<file path="src/rtl/brightness_pwm_fade.sv">
// ---------------------------------------------------------------------------
// brightness_pwm_fade
//
// Multi-channel PWM generator with per-period duty fading.
// A free-running PWM_W-bit period counter drives all channels. Each channel
// has a target duty, loaded from DATA_i on a CTS strobe. It also has an
// applied duty that moves toward the target only on the period wrap edge.
// That movement is either an immediate jump (fade_step_i = 0) or a bounded
// step of fade_step_i per period. The bounded step never overshoots the
// target.
//
// Ports
//   sys_clk            : single clock, all state on the rising edge
//   sys_resetb         : asynchronous active-low reset
//   DATA_i             : target duties, channel k at [k*PWM_W +: PWM_W]
//   CTS                : load strobe, DATA_i captured into targets when high
//   fade_step_i        : duty increment per period, 0 = jump to target
//   enable_i           : global run enable, counter held at 0 when low
//   DATA_Brightness_o  : currently applied duties, same packing as DATA_i
//   pwm_o              : registered PWM outputs, bit k = channel k
//   period_start_o     : high in cycles where counter = 0 and enable_i = 1
//   busy_o             : registered, high while any applied duty != target
//
// Parameter range: N_CH 1..32, PWM_W 4..12. STEP_W must not exceed PWM_W.
// ---------------------------------------------------------------------------
module brightness_pwm_fade #(
   parameter int N_CH   = 6,
   parameter int PWM_W  = 8,
   parameter int STEP_W = 4
) (
   input  logic                   sys_clk,
   input  logic                   sys_resetb,
   input  logic [N_CH*PWM_W-1:0]  DATA_i,
   input  logic                   CTS,
   input  logic [STEP_W-1:0]      fade_step_i,
   input  logic                   enable_i,
   output logic [N_CH*PWM_W-1:0]  DATA_Brightness_o,
   output logic [N_CH-1:0]        pwm_o,
   output logic                   period_start_o,
   output logic                   busy_o
);

   // One guard bit, so that applied +/- step can never wrap around.
   localparam int EXT_W = PWM_W + 1;

   localparam logic [PWM_W-1:0] CNT_MAX = {PWM_W{1'b1}};
   localparam logic [PWM_W-1:0] CNT_ONE = {{(PWM_W-1){1'b0}}, 1'b1};

   logic [PWM_W-1:0] counter_reg;
   logic [PWM_W-1:0] counter_next;
   logic             wrap;
   logic             step_zero;
   logic [EXT_W-1:0] step_ext;
   logic [N_CH-1:0]  pwm_reg;
   logic [N_CH-1:0]  pwm_next;
   logic [N_CH-1:0]  mismatch;
   logic             busy_reg;

   // ------------------------------------------------------------------
   // Period counter
   // ------------------------------------------------------------------
   always_comb begin
      counter_next = '0;
      if (enable_i) begin
         counter_next = counter_reg + CNT_ONE;
      end
   end

   always_ff @(posedge sys_clk or negedge sys_resetb) begin
      if (!sys_resetb) begin
         counter_reg <= '0;
      end else begin
         counter_reg <= counter_next;
      end
   end

   // The applied duties move only on this edge.
   // fade_step_i is therefore sampled only here.
   assign wrap      = enable_i && (counter_reg == CNT_MAX);
   assign step_zero = (fade_step_i == '0);
   assign step_ext  = EXT_W'(fade_step_i);

   // Gated with the reset input so the pulse is low while reset is asserted.
   // The counter also sits at 0 during reset.
   assign period_start_o = sys_resetb && enable_i && (counter_reg == '0);

   // ------------------------------------------------------------------
   // Per-channel target / applied duty and PWM compare
   // ------------------------------------------------------------------
   genvar gi;
   generate
      for (gi = 0; gi < N_CH; gi++) begin : g_ch
         logic [PWM_W-1:0] target_reg;
         logic [PWM_W-1:0] applied_reg;
         logic [PWM_W-1:0] applied_next;
         logic [EXT_W-1:0] app_ext;
         logic [EXT_W-1:0] tgt_ext;
         logic [EXT_W-1:0] up_sum;
         logic [EXT_W-1:0] down_diff;
         logic [EXT_W-1:0] down_limit;

         assign app_ext    = {1'b0, applied_reg};
         assign tgt_ext    = {1'b0, target_reg};
         assign up_sum     = app_ext + step_ext;
         assign down_diff  = app_ext - step_ext;
         // A downward step stays at or above the target only when
         // applied >= target + step. Otherwise the step clamps to the target.
         assign down_limit = tgt_ext + step_ext;

         always_comb begin
            applied_next = applied_reg;
            if (wrap) begin
               if (step_zero) begin
                  applied_next = target_reg;
               end else if (tgt_ext > app_ext) begin
                  applied_next = (up_sum >= tgt_ext) ? target_reg : up_sum[PWM_W-1:0];
               end else if (tgt_ext < app_ext) begin
                  applied_next = (app_ext >= down_limit) ? down_diff[PWM_W-1:0] : target_reg;
               end
            end
         end

         // On a CTS edge that coincides with a wrap, the old target is used:
         // applied_next is computed from target_reg before the load.
         always_ff @(posedge sys_clk or negedge sys_resetb) begin
            if (!sys_resetb) begin
               target_reg  <= '0;
               applied_reg <= '0;
            end else begin
               if (CTS) begin
                  target_reg <= DATA_i[gi*PWM_W +: PWM_W];
               end
               applied_reg <= applied_next;
            end
         end

         assign pwm_next[gi] = enable_i && (counter_reg < applied_reg);
         assign mismatch[gi] = (applied_reg != target_reg);
         assign DATA_Brightness_o[gi*PWM_W +: PWM_W] = applied_reg;
      end
   endgenerate

   // ------------------------------------------------------------------
   // Registered outputs
   // ------------------------------------------------------------------
   always_ff @(posedge sys_clk or negedge sys_resetb) begin
      if (!sys_resetb) begin
         pwm_reg  <= '0;
         busy_reg <= 1'b0;
      end else begin
         pwm_reg  <= pwm_next;
         busy_reg <= |mismatch;
      end
   end

   assign pwm_o  = pwm_reg;
   assign busy_o = busy_reg;

endmodule

</file>
<file path="config.mk">
export PLATFORM = sky130hd
export DESIGN_NAME = brightness_pwm_fade
export DESIGN_NICKNAME = d
export VERILOG_FILES = /design/src/rtl/brightness_pwm_fade.sv
export SDC_FILE = /design/constraint.sdc
export NUM_CORES = 1
export LEC_CHECK = 0
export BUFFER_PORTS_ARGS = -buffer_cell sky130_fd_sc_hd__clkbuf_2
export CELL_PAD_IN_SITES_DETAIL_PLACEMENT = 0
export CELL_PAD_IN_SITES_GLOBAL_PLACEMENT = 1
export CORE_UTILIZATION = 41
export DETAILED_ROUTE_END_ITERATION = 12
export PLACE_DENSITY = 0.79
export SLEW_MARGIN = 40
export SYNTH_ARGS = -nofsm -noshare
export SYNTH_HDL_FRONTEND = slang
export SYNTH_SLANG_ARGS = --single-unit
export TNS_END_PERCENT = 20
</file>
<file path="constraint.sdc">
create_clock -name sys_clk -period 6.8 [get_ports sys_clk]
set_clock_uncertainty 0.05 [all_clocks]
set_input_delay 0.68 -clock sys_clk [delete_from_list [all_inputs] [get_ports sys_clk]]
set_output_delay 0.68 -clock sys_clk [all_outputs]
set_load 0.01 [all_outputs]
</file>
==> impl_metrics.csv <==
group,metric,value,unit
run_status,outcome,"finished clean",
power,power.static_leakage,7.24,nW
cells_and_area,layout_commonest_cell,"ha_1",
worst_setup_path,path_max_fanout,10,
cts,tritoncts.num_buffers,9,
yosys,synth_top_cell_area_share,23.9,%
cts,ctsRootBufferMaster,"clkbuf_16",
yosys,synth_flop_cell,"dfrtp_1",
worst_setup_path,timing_worst_setup_path_type,"in2reg",
placement,dp_hpwl,32000,um
die,die_h,184,um
timing,worst-slew-pin-transition,794,ps
cells_and_area,finish.net_count,2010,
cells_and_area,utilization,46.0,%
die,io_pins,112,
die,die_x,184,um
placement,place_congestion,0.913,
cells_and_area,final_cell_mix,"ha_1 (260), nand2_1 (127), inv_1 (123)",
min_path,worst_hold_path_class,"in2async",
yosys,netlist.top_cell.by_area,"ha_1",
routing,dr_total_vias,12300,
cells_and_area,flow.area_growth_from_synthesis,10.0,%
worst_setup_path,end_kind,"flop",
cells_and_area,fillerInstances,3256,
yosys,synth_simple_gate_area_share,16.4,%
yosys,synth_top_family_by_area,"adder cells",
worst_setup_path,worstSetupStartpointType,"input pin",
global_route,antenna_found_initial,0,
cts,cts-root-to-sink-buffers,2,
die,die_area,34000,um2
yosys,synth.area.mux_share,1.22,%
timing,hold_viol_final,0,
global_route,gr-usage-all-layers,25.4,%
power,irDropWorstVdd,0.120,mV
power,p_per_area,142,nW/um2
cells_and_area,drive_above_1_share,10.2,%
timing,final_max_slew_viol_count,0,
yosys,synth-adder-area-share,26.5,%
timing,period_share,70.3,%
yosys,syn_nets,1925,
cts,post-cts-setup-buffers,0,
yosys,synthTopCellsByArea,"ha_1 (24%), dfrtp_1 (20%), xnor2_1 (5.0%)",
routing,drt-vias-per-instance,5.81,
timing,fin_tns_setup,0,ps
worst_setup_path,path_cells,"clkbuf_2, clkinv_1, buf_4, fa_1, nor2b_1, o21ai_1, nand2_1, nand3_1, xnor2_1, ha_1, a22oi_1, nand2_1, a31oi_1, nor4b_1, mux4_2, o31ai_1, a22oi_1",
yosys,syn-cell-area,13600,um2
cts,cts_hold_buffers,0,
run,max_cap_viol_count,0,
yosys,synthCells,1591,
routing,detail-route-antenna-nets,0,
timing,final.min_clock_period,4780,ps
routing,detailedRoute.firstPassIterationCount,5,
global_route,grt_overflow,0,
yosys,synth_warnings,0,
cts,clock-sinks,111,
worst_setup_path,crit_slowest_cell,"clkinv_1",
yosys,ys_seq_area_share,20.4,%
placement,io_buffer_count,111,
routing,route.detailed.wl_per_inst,19.7,um
routing,drt_wl_total,41800,um
global_route,grt_pass1_wl,67100,um
timing,fmax,209,MHz
yosys,synth_compound_gate_area_share,24.3,%
cts,cts.reportedPaths.clkPinSlew,80,ps
worst_setup_path,arrival,4960,ps
timing,max-slew-margin-rel,46.7,%
routing,drt-initial-drc-count,789,
die,placementRows,66,
yosys,fraction_of_synthesis_flops_using_an_asynchronous_set_or_reset_pin,100,%
timing,rsz_0062_raised_after_global_routing,"false",
yosys,synth_edf_count,0,
yosys,synthesized_area_per_cell,8.57,um2
yosys,synth-xor-area-share,6.10,%
yosys,ys_ff_latch,111,
timing,finalSetupViolations,0,
cts,insertion_delay,380,ps
yosys,synth_cell_type_count,91,
global_route,grt_start_max_net_pins,97,
cts,htree_num_levels,3,
die,initial_utilization,41.8,%
cts,postCtsResizedCells,0,
routing,drc,0,
cts,tritoncts_clock_tree,"done",
die,core-area,32600,um2
worst_setup_path,critPathRequiredTime,6980,ps
worst_setup_path,max_stage_delay,610,ps
global_route,grt_pass1_vias,12200,
## worst max-delay path, delay by kind of cell
| family | cells | cell delay, ps |
|---|---|---|
| AO/OA/AOI/OAI | 5 | 1160 |
| XOR/XNOR | 1 | 160 |
| adder cells (fa/ha/maj) | 2 | 760 |
| buffers and inverters | 3 | 1120 |
| multiplexers | 1 | 510 |
| AND/OR/NAND/NOR | 5 | 550 |
## final timing paths
| path | start | to | slack (ps) | cells after the start |
|---|---|---|---|---|
| min in group sys_clk | DATA_i[29] | g_ch[3].target_reg[5]$_DFFE_PN0P_ | 450 | 3 |
| max in group asynchronous | sys_resetb | g_ch[0].target_reg[4]$_DFFE_PN0P_ | 5320 | 2 |
| setup / recovery | fade_step_i[1] | g_ch[4].applied_reg[2]$_DFFE_PN0P_ | 2020 | 17 |
| hold reg to reg | g_ch[1].target_reg[7]$_DFFE_PN0P_ | g_ch[1].applied_reg[7]$_DFFE_PN0P_ | 560 | 2 |
| setup reg to reg | g_ch[4].applied_reg[0]$_DFFE_PN0P_ | g_ch[4].applied_reg[0]$_DFFE_PN0P_ | 2760 | 14 |
| hold / removal | sys_resetb | g_ch[4].target_reg[6]$_DFFE_PN0P_ | 320 | 1 |
## cell type report
cell class                 count  area, um2  share of cell area, %
multi-input combinational   1302      10200                   67.9
sequential                   111       2780                   18.5
timing repair buffer         120        636                   4.24
tap                          442        553                   3.69
inverter                     132        495                   3.30
clock buffer                  11        243                   1.62
clock inverter                 5        104                  0.693
antenna                        1       2.50                 0.0167
## synthesized netlist by cell type, types with 18 or more instances
| master | instances |
|---|---|
| ha_1 | 260 |
| nand2_1 | 127 |
| inv_1 | 124 |
| dfrtp_1 | 111 |
| o21ai_0 | 98 |
| a21oi_1 | 89 |
| xnor2_1 | 78 |
| a21o_1 | 56 |
| nor2b_1 | 48 |
| nor2_1 | 41 |
| nand3_1 | 36 |
| nand2b_1 | 35 |
| clkbuf_1 | 31 |
| o21ai_1 | 30 |
| and3_1 | 25 |
| o211ai_1 | 24 |
| nand4_1 | 19 |
| o31ai_1 | 19 |
| a31oi_1 | 18 |
| fa_1 | 18 |
## routing by layer
layer  global-route usage [%]  vias up  part of all wire, %
li1                         -     6028                    -
met1                     35.7     5923                   48
met2                     41.0      353                   45
met3                     2.49       41                  5.1
met4                     7.57        0                  1.8
met5                        0        -                    0
## power breakdown
| group | switching (W) | total [W] | internal [W] |
|---|---|---|---|
| combinational | 0.000430 | 0.000730 | 0.000301 |
| sequential | 0.0000552 | 0.000743 | 0.000688 |
| clock | 0.000289 | 0.000661 | 0.000373 |
## cells by family (layout without fill, tap and decap cells)
group / after synthesis / count (layout)
buffers and inverters: 178 / 268
DFF: 111 / 111
muxes: 15 / 15
other: 0 / 1
adders and majority gates: 278 / 278
xor gates and xnor gates: 95 / 95
AOI/OAI and AO/OA: 491 / 491
and+or+nand+nor: 423 / 423
## stage by stage
stage | area, um2 | worst slack [ps] | total power, W | cells | hold slack [ps]
6_report | 15000 | 2020 | 0.00213 | 2124 | 321
5_1_grt | 15000 | 1740 | 0.00227 | 2123 | 381
4_1_cts | 15000 | 2250 | 0.00214 | 2123 | 343
3_5_place_dp | 14600 | 1870 | 0.00148 | 2107 | 544
3_3_place_gp | 14600 | 1950 | 0.00146 | 2107 | 525
2_1_floorplan | 13600 | 2790 | 0.00125 | 1591 | 334
Note: power is estimated with default switching activity, not from simulation.
